## src/rtl/uart_bus_ctrl.sv

```systemverilog
// uart_bus_ctrl
//   Bus-side register controller for the AHB UART. It accepts single-beat
//   reads and writes, decodes them against the UART register map, and
//   sequences TX FIFO pushes and RX FIFO pops. A blocked push or pop stalls
//   for a bounded number of cycles before it is answered with an error. The
//   block also owns the baud-divisor register.
//
//   Register map (word aligned, every other address is unmapped):
//     0x00 RX data    RO
//     0x04 TX data    WO
//     0x08 RX status  RO  {zero, rx_count, 6'b0, rx_full, rx_empty}
//     0x0C TX status  RO  {zero, tx_count, 6'b0, tx_full, tx_empty}
//     0x10 baud div   RW  zero-extended on read, writing 0 is illegal
//
// Ports
//   clk, nReset                  clock, asynchronous active-low reset
//   bus_addr/wen/ren/wdata       request, sampled only while idle
//   bus_rdata/ready/error        one-cycle response strobe with data/error
//   tx_push, tx_data             TX FIFO write side
//   tx_full, tx_empty, tx_count  TX FIFO flags and occupancy
//   rx_pop, rx_data              RX FIFO read side (show-ahead head data)
//   rx_full, rx_empty, rx_count  RX FIFO flags and occupancy
//   baud_div, baud_load          baud divisor and its update strobe
module uart_bus_ctrl #(
  parameter int DATA_W   = 8,
  parameter int CNT_W    = 8,
  parameter int BAUD_W   = 16,
  parameter int BAUD_RST = 434,
  parameter int WAIT_MAX = 4
) (
  input  logic              clk,
  input  logic              nReset,
  input  logic [31:0]       bus_addr,
  input  logic              bus_wen,
  input  logic              bus_ren,
  input  logic [31:0]       bus_wdata,
  output logic [31:0]       bus_rdata,
  output logic              bus_ready,
  output logic              bus_error,
  output logic              tx_push,
  output logic [DATA_W-1:0] tx_data,
  input  logic              tx_full,
  input  logic              tx_empty,
  input  logic [CNT_W-1:0]  tx_count,
  output logic              rx_pop,
  input  logic [DATA_W-1:0] rx_data,
  input  logic              rx_full,
  input  logic              rx_empty,
  input  logic [CNT_W-1:0]  rx_count,
  output logic [BAUD_W-1:0] baud_div,
  output logic              baud_load
);

  localparam int                WCNT_W    = $clog2(WAIT_MAX + 1);
  localparam logic [WCNT_W-1:0] WAIT_LAST = WCNT_W'(WAIT_MAX - 1);

  typedef enum logic [2:0] {
    S_IDLE   = 3'd0,
    S_ACCESS = 3'd1,
    S_WAIT   = 3'd2,
    S_RESP   = 3'd3,
    S_ERROR  = 3'd4
  } state_t;

  typedef enum logic [2:0] {
    OP_RXD  = 3'd0,
    OP_TXD  = 3'd1,
    OP_RXS  = 3'd2,
    OP_TXS  = 3'd3,
    OP_BAUD = 3'd4,
    OP_NONE = 3'd5
  } op_t;

  // Exact-match decode: misaligned or out-of-range addresses fall to OP_NONE.
  function automatic op_t decode_addr(input logic [31:0] addr);
    op_t res;
    case (addr)
      32'h0000_0000: res = OP_RXD;
      32'h0000_0004: res = OP_TXD;
      32'h0000_0008: res = OP_RXS;
      32'h0000_000C: res = OP_TXS;
      32'h0000_0010: res = OP_BAUD;
      default:       res = OP_NONE;
    endcase
    return res;
  endfunction

  // A request is legal only with exactly one direction, matching the
  // register's access type; a zero baud divisor would stall the UART.
  function automatic logic req_legal(input op_t op_in, input logic wen,
                                     input logic ren,
                                     input logic [BAUD_W-1:0] wbaud);
    logic ok;
    if (wen && ren) begin
      ok = 1'b0;
    end else begin
      case (op_in)
        OP_RXD, OP_RXS, OP_TXS: ok = ren;
        OP_TXD:                 ok = wen;
        OP_BAUD:                ok = ren || (wen && (wbaud != {BAUD_W{1'b0}}));
        default:                ok = 1'b0;
      endcase
    end
    return ok;
  endfunction

  function automatic logic [31:0] status_word(input logic [CNT_W-1:0] cnt,
                                              input logic full,
                                              input logic empty);
    return 32'({cnt, 6'b00_0000, full, empty});
  endfunction

  state_t            state;
  op_t               op;
  op_t               req_op;
  logic              is_write;
  logic [WCNT_W-1:0] wait_cnt;
  logic              unused_wdata;

  // Upper write-data bits have no destination in any register.
  assign unused_wdata = ^bus_wdata[31:BAUD_W];

  // Decode of the incoming address, only consumed while idle.
  always_comb begin
    req_op = decode_addr(bus_addr);
  end

  // FIFO strobes follow the live full/empty flag during ACCESS and WAIT so a
  // flag that clears in a cycle is acted on in that same cycle.
  always_comb begin
    tx_push = 1'b0;
    rx_pop  = 1'b0;
    if ((state == S_ACCESS) || (state == S_WAIT)) begin
      tx_push = (op == OP_TXD) && !tx_full;
      rx_pop  = (op == OP_RXD) && !rx_empty;
    end else begin
      tx_push = 1'b0;
      rx_pop  = 1'b0;
    end
  end

  // Main request sequencer with registered bus response and baud register.
  always_ff @(posedge clk or negedge nReset) begin
    if (!nReset) begin
      state     <= S_IDLE;
      op        <= OP_NONE;
      is_write  <= 1'b0;
      wait_cnt  <= {WCNT_W{1'b0}};
      bus_rdata <= 32'h0000_0000;
      bus_ready <= 1'b0;
      bus_error <= 1'b0;
      tx_data   <= {DATA_W{1'b0}};
      baud_div  <= BAUD_W'(BAUD_RST);
      baud_load <= 1'b0;
    end else begin
      // Response and load strobes last exactly one cycle.
      bus_rdata <= 32'h0000_0000;
      bus_ready <= 1'b0;
      bus_error <= 1'b0;
      baud_load <= 1'b0;
      case (state)
        S_IDLE: begin
          if (bus_wen || bus_ren) begin
            if (req_legal(req_op, bus_wen, bus_ren, bus_wdata[BAUD_W-1:0])) begin
              state    <= S_ACCESS;
              op       <= req_op;
              is_write <= bus_wen;
              if (req_op == OP_TXD) begin
                tx_data <= bus_wdata[DATA_W-1:0];
              end
              // Baud update becomes visible in the ACCESS cycle.
              if ((req_op == OP_BAUD) && bus_wen) begin
                baud_div  <= bus_wdata[BAUD_W-1:0];
                baud_load <= 1'b1;
              end
            end else begin
              state     <= S_ERROR;
              bus_ready <= 1'b1;
              bus_error <= 1'b1;
            end
          end else begin
            state <= S_IDLE;
          end
        end
        S_ACCESS: begin
          case (op)
            OP_RXS: begin
              bus_rdata <= status_word(rx_count, rx_full, rx_empty);
              bus_ready <= 1'b1;
              state     <= S_RESP;
            end
            OP_TXS: begin
              bus_rdata <= status_word(tx_count, tx_full, tx_empty);
              bus_ready <= 1'b1;
              state     <= S_RESP;
            end
            OP_BAUD: begin
              bus_rdata <= is_write ? 32'h0000_0000 : 32'(baud_div);
              bus_ready <= 1'b1;
              state     <= S_RESP;
            end
            OP_TXD: begin
              if (!tx_full) begin
                bus_ready <= 1'b1;
                state     <= S_RESP;
              end else begin
                wait_cnt <= {WCNT_W{1'b0}};
                state    <= S_WAIT;
              end
            end
            OP_RXD: begin
              if (!rx_empty) begin
                bus_rdata <= 32'(rx_data);
                bus_ready <= 1'b1;
                state     <= S_RESP;
              end else begin
                wait_cnt <= {WCNT_W{1'b0}};
                state    <= S_WAIT;
              end
            end
            default: begin
              bus_ready <= 1'b1;
              bus_error <= 1'b1;
              state     <= S_ERROR;
            end
          endcase
        end
        S_WAIT: begin
          // An unblocked FIFO in the last wait cycle still completes normally.
          if (tx_push) begin
            bus_ready <= 1'b1;
            state     <= S_RESP;
          end else if (rx_pop) begin
            bus_rdata <= 32'(rx_data);
            bus_ready <= 1'b1;
            state     <= S_RESP;
          end else if (wait_cnt == WAIT_LAST) begin
            bus_ready <= 1'b1;
            bus_error <= 1'b1;
            state     <= S_ERROR;
          end else begin
            wait_cnt <= wait_cnt + WCNT_W'(1);
          end
        end
        S_RESP: begin
          state <= S_IDLE;
        end
        S_ERROR: begin
          state <= S_IDLE;
        end
        default: begin
          state <= S_IDLE;
        end
      endcase
    end
  end

endmodule

```

## config.mk

```make
export PLATFORM = sky130hd
export DESIGN_NAME = uart_bus_ctrl
export DESIGN_NICKNAME = d
export VERILOG_FILES = /design/src/rtl/uart_bus_ctrl.sv
export SDC_FILE = /design/constraint.sdc
export NUM_CORES = 1
export LEC_CHECK = 0
export ABC_AREA = 1
export BUFFER_PORTS_ARGS = -buffer_cell sky130_fd_sc_hd__buf_2
export CORE_MARGIN = 3
export CORE_UTILIZATION = 42
export CTS_BUF_LIST = sky130_fd_sc_hd__clkbuf_16
export DETAILED_ROUTE_END_ITERATION = 12
export PLACE_DENSITY = 0.77
export SLEW_MARGIN = 25
export SYNTH_ARGS = -nofsm -noshare
export SYNTH_HDL_FRONTEND = slang
export SYNTH_SLANG_ARGS = --single-unit
export TNS_END_PERCENT = 5
```

## constraint.sdc

```tcl
create_clock -name clk -period 1.9 [get_ports clk]
set_clock_uncertainty 0.2 [all_clocks]
set_input_delay 0.38 -clock clk [delete_from_list [all_inputs] [get_ports clk]]
set_output_delay 0.38 -clock clk [all_outputs]
set_load 0.01 [all_outputs]
```

# Word level (Yosys, flattened, before mapping)

Index checks and enable logic that the tools add are counted.

Word-level logic and storage cells: 102
Flip-flop bits (word level): 69
Input bits: 96
Output and inout port bits: 61

Muxes and demuxes: 46
Reduce and logical (&&, ||, !) cells: 23
Eq/ne operators: 22
Add/sub/neg operators: 1

Operators by type and width:

| cell                | count |
|---|---|
| $eq 32x4->1 const B | 2 |
| $pmux 16 s4         | 1 |
| $eq 32x3->1 const B | 1 |
| $eq 32x5->1 const B | 1 |
| $logic_not 32->1    | 1 |
| $pmux 16 s2         | 1 |
| $mux 3              | 10 |
| $mux 8              | 3 |
| $mux 1              | 21 |
| $eq 3x2->1 const B  | 6 |
| $pmux 3 s3          | 2 |
| $mux 16             | 1 |
| $reduce_bool 16->1  | 1 |
| $pmux 3 s5          | 1 |
| $pmux 3 s2          | 2 |
| $eq 3x1->1 const B  | 3 |
| $logic_not 3->1     | 3 |
| $pmux 1 s3          | 3 |
| $reduce_and 4->1    | 2 |
| $reduce_and 7->1    | 1 |
| $eq 3x3->1 const B  | 2 |
| $ne 2x2->1 const B  | 3 |
| $ne 3x3->1 const B  | 2 |
| $reduce_or 3->1     | 2 |
| 10 further kinds    | 17 |

# Depth between registers and ports, before layout

Depth after elaboration: 11
Mapped depth: 16

# Least setup slack after synthesis

No wires, ideal clock.

Path kind: input -> register
Start point: input port bus_addr[31]
End point: register baud_div[2]
Required time: 1583 ps
Stages on the path: 15
Path slack: -116 ps
Library setup time: 117 ps
Arrival time: 1699 ps
Cell sequence: nor2_1 -> nand2_1 -> nor2_2 -> nand2_4 -> nor2_2 -> a21oi_2 -> nand2_2 -> o211ai_1 -> nand2_1 -> nand2_1 -> nand2_2 -> nand3_4 -> buf_6 -> nand2_2 -> o21ai_2

Word-level cells in the longest chain between the ends: 9
Elaborated cells between the ends (all ways): 18
Classes of those cells: eq/ne (8); mux (5); reduce/logical (5)

Ends and longest elaborated chain:

| element                                       | line | source |
|---|---|---|
| start: declaration                            | 33   | `input logic [31:0] bus_addr,` |
| $eq 32x5->1, or another cell as far along     | 77   | `case (addr)` |
| $pmux 3 s5 *                                  | 77   |  |
| $eq 3x2->1 or $logic_not 3->1 (tied branches) | 97   | `case (op_in)` |
| $reduce_or 3->1                               | 97   |  |
| $pmux 1 s3                                    | 97   |  |
| $mux 1                                        | 94   | `if (wen && ren) begin` |
| $mux 1                                        | 163  | `if (bus_wen \|\| bus_ren) begin` |
| $mux 1                                        | 161  | `case (state)` |
| $reduce_and 4->1 (no source line) *           | --   |  |
| end signal: assignment                        | 153  | `baud_div <= BAUD_W'(BAUD_RST);` |
| end signal: assignment                        | 173  | `baud_div <= bus_wdata[BAUD_W-1:0];` |
| end: declaration                              | 50   | `output logic [BAUD_W-1:0] baud_div,` |

Every way passes the cells marked *; elsewhere a longest branch is shown, timed or not. The select of a mux whose other input is x is not followed.
A chain may end at the register's enable or synchronous reset.

# Final worst setup path

Start point: input port bus_addr[11]
End point: register baud_div[15]

The elaborated chain is that of the path after synthesis.

==> reports/summary.json <==
{
  "floorplanning": {
    "die_width_um": 92.9,
    "row_count": 31,
    "fp.dieArea_sq_um": 8630,
    "die_y_um": 92.9,
    "initial_utilization": 0.435,
    "design.core.area_sq_um": 7290,
    "ioPinCount": 157
  },
  "logic_synthesis": {
    "synth_most_common_cell": "nand2_1",
    "synth_enable_flop_cells": 0,
    "top_cells_by_area_synth": "dfrtp_1, nand2_1, dfstp_2, inv_1, o21ai_2",
    "share_of_flip_flops_with_an_asynchronous_set_or_reset": 1.00,
    "syn_avg_cell_area_sq_um": 8.15,
    "ys_dominant_reg_cell": "dfrtp_1",
    "netlist.top_cell.by_area": "dfrtp_1",
    "yosysTopAreaCellShare": 0.363,
    "yosys_warnings": 0,
    "synthDistinctLibCells": 43,
    "netlist_top_cells_count": "nand2_1, inv_1, dfrtp_1",
    "synth_seq_area_share": 0.421,
    "postSynthRegisterBits": 53,
    "postSynthCellCount": 389,
    "synth.cell_area_sq_um": 3170
  },
  "clock_tree": {
    "clock-root-buffer": "clkbuf_16",
    "cts_tree": "done",
    "total_clock_buffers_created_by_cts": 5,
    "clkLatencyLatePin_ns": 0.29,
    "clk_pin_slew_worst_paths_ns": 0.07,
    "cts.path.max_buffers": 2,
    "cts.sinks": 53,
    "cts.htree.levels": 2
  },
  "worst_setup_path": {
    "reg2regPathDepth": 9,
    "reg2reg_setup_slack_ns": 0.02,
    "path_class": "primary input to flip-flop",
    "r2r_start": "op[2]$_DFFE_PN1P_",
    "critical_path_required_ns": 1.87,
    "timing.rr.end": "wait_cnt[0]$_DFFE_PN0P_",
    "cp_data_arrival_time_ns": 2.05,
    "critPathSlowestCell": "a21oi_4",
    "chain_of_cells_forming_the_critical_path": "buf_2, nor2_2, nand2_2, nor2_4, nand3_1, a21oi_4, o211ai_1, nand2_1, nand2_1, nand2_2, nand3_4, buf_12, nand2_4, o21ai_2",
    "crit_path_end": "baud_div[15]$_DFFE_PN0P_",
    "worst_path_buf_inv": 2,
    "worst-path-stages": 14,
    "critical-path-max-stage-delay_ns": 0.25,
    "critical_path_peak_fanout": 7,
    "crit_path_end_kind": "flip-flop",
    "cp_startpoint": "bus_addr[11]",
    "cp-start-kind": "primary input",
    "timing.critical_path.max_delay_family": "simple AND/OR/NAND/NOR gates"
  },
  "timing": {
    "timing.final.ws_setup_ns": -0.174,
    "hold_viol": 0,
    "whs_ns": 0.114,
    "grt_setup_unrepaired": "true",
    "fin_crit_ns": 2.07,
    "report.final.slew_viol_count": 0,
    "setup_violations": 33,
    "finalSetupTns_ns": -3.28,
    "final_worst_path_cycle_share": 1.09,
    "max_freq_mhz": 482
  },
  "run_status": {
    "status": "complete, but fails checks",
    "failed_checks": "negative setup slack"
  },
  "placed_design": {
    "port-buffer-count": 124,
    "placed_cell_count": 643,
    "post-place-ws_ns": -0.377,
    "postPlaceCellArea_sq_um": 4140,
    "hpwl_um": 6670,
    "routabilityCongestion": 0.881
  },
  "grt": {
    "grt_start_max_net_pins": 37,
    "first_global_vias": 2906,
    "globalRouteOverflowTotal": 0,
    "groute.usage.overall": 0.199,
    "antenna_found_initial": 0,
    "grt_first_pass_wirelength_um": 13800
  },
  "route": {
    "drt_iter0_drc": 183,
    "met1Wirelength_um": 3500,
    "drt-total-wl_um": 9210,
    "met2_wirelength_um": 4780,
    "drt-vias-per-instance": 4.85,
    "detail_route.first_pass.iterations": 5,
    "post-route-drc-count": 0,
    "wl_met3_um": 809,
    "detailroute.via_count": 3222,
    "antenna_violating_nets_post_route": 0,
    "topRoutingLayerUsed": "met4",
    "wl_per_cell_um": 13.9
  },
  "layout": {
    "fin_nets": 663,
    "n_antenna_cell": 0,
    "finalInstanceArea_sq_um": 4660,
    "syn2layout_area_growth_pct": 47.0,
    "final_core_util": 0.639,
    "final_cell_count_no_fill": 665,
    "layout-drive-gt1-share": 0.514
  },
  "power_and_ir_drop": {
    "report.power.total_mw": 2.31,
    "p_per_area_nw_per_um2": 495,
    "p_leak_nw": 2.55,
    "vdd_drop_max_mv": 0.375
  },
  "hold_path": {
    "worstHoldPathType": "primary input to flip-flop"
  },
  "flow_run": {
    "max_cap_violations": 0
  }
}
==> placed cells by master (no fill, tap or decap), types with 3 or more instances in the layout <==
cell,n
buf_2,114
nand2_1,85
inv_1,46
dfrtp_1,46
buf_4,44
nand2_2,28
nand3_1,24
nor2_1,22
o21ai_2,16
conb_1,16
nor2_2,12
nor2_4,11
inv_2,10
buf_6,10
clkbuf_16,8
dfstp_2,7
o21ai_0,5
nand3_4,5
a32o_1,5
nor3_2,4
a21oi_1,4
buf_12,4
nand2_4,3
nor3_1,3
o21ai_1,3
==> worst min path at each step <==
stage                     startpoint                      end  depth (start not counted)
after floorplan               nReset  baud_div[0]$_DFFE_PN0P_                          0
after global routing      rx_data[2]   bus_rdata[2]$_DFF_PN0_                          2
final                     rx_data[3]   bus_rdata[3]$_DFF_PN0_                          2
after detailed placement      nReset   bus_rdata[0]$_DFF_PN0_                          1
after global placement        nReset   bus_rdata[0]$_DFF_PN0_                          1
after CTS                 rx_data[3]   bus_rdata[3]$_DFF_PN0_                          2
==> registers in the layout, indices dropped and copies added, names as in the netlist <==
register,cells
baud_div,16
bus_rdata,16
tx_data,8
op,3
state,3
wait_cnt,3
baud_load,1
bus_error,1
bus_ready,1
is_write,1
==> per-layer routing <==
layer  vias up  track usage
li1       1557            -
met1      1481        0.240
met2       172        0.368
met3        12       0.0366
met4         0       0.0366
met5         -            0
==> final cells by class <==
cell class	instances	area (sq um)
clock buffers	5	125
multi-input cells	272	1670
well taps	99	124
repair buffers	176	1180
fillers	595	2630
flip-flops and latches	53	1340
inverters	57	216
clock inverters	3	17.5
==> cells by family after synthesis <==
group                      synth area share
and+or+nand+nor                       0.331
buffers and inverters                 0.120
DFF                                   0.421
AOI/OAI and AO/OA                     0.119
adders and majority gates           0.00789
other                               0.00118
==> report_power, final <==
part / total (mW) / internal, mW / switching [mW]
Clock: 0.887 / 0.487 / 0.401
Combinational: 0.282 / 0.129 / 0.154
Sequential: 1.14 / 1.14 / 0.00397
Total: 2.31 / 1.75 / 0.558
==> worst reg2reg max path, delay by kind of cell (launching register included) <==
kind,cells,cell delay (ns)
DFF,1,0.54
and+or+nand+nor,6,0.74
AOI/OAI and AO/OA,2,0.23
buffers and inverters,1,0.07
==> timing repair <==
| action | 4_1_cts | 5_1_grt |
|---|---|---|
| pin swaps | 6 | 22 |
| gates resized for setup | 12 | 42 |
| hold buffers | 1 | 0 |
| gates cloned | 0 | 3 |
| setup endpoints to repair | 31 | 39 |
| endpoints found under the hold margin | 16 | 0 |
| buffers inserted | 5 | 5 |
No activity file was read; power rests on OpenSTA's default activity.
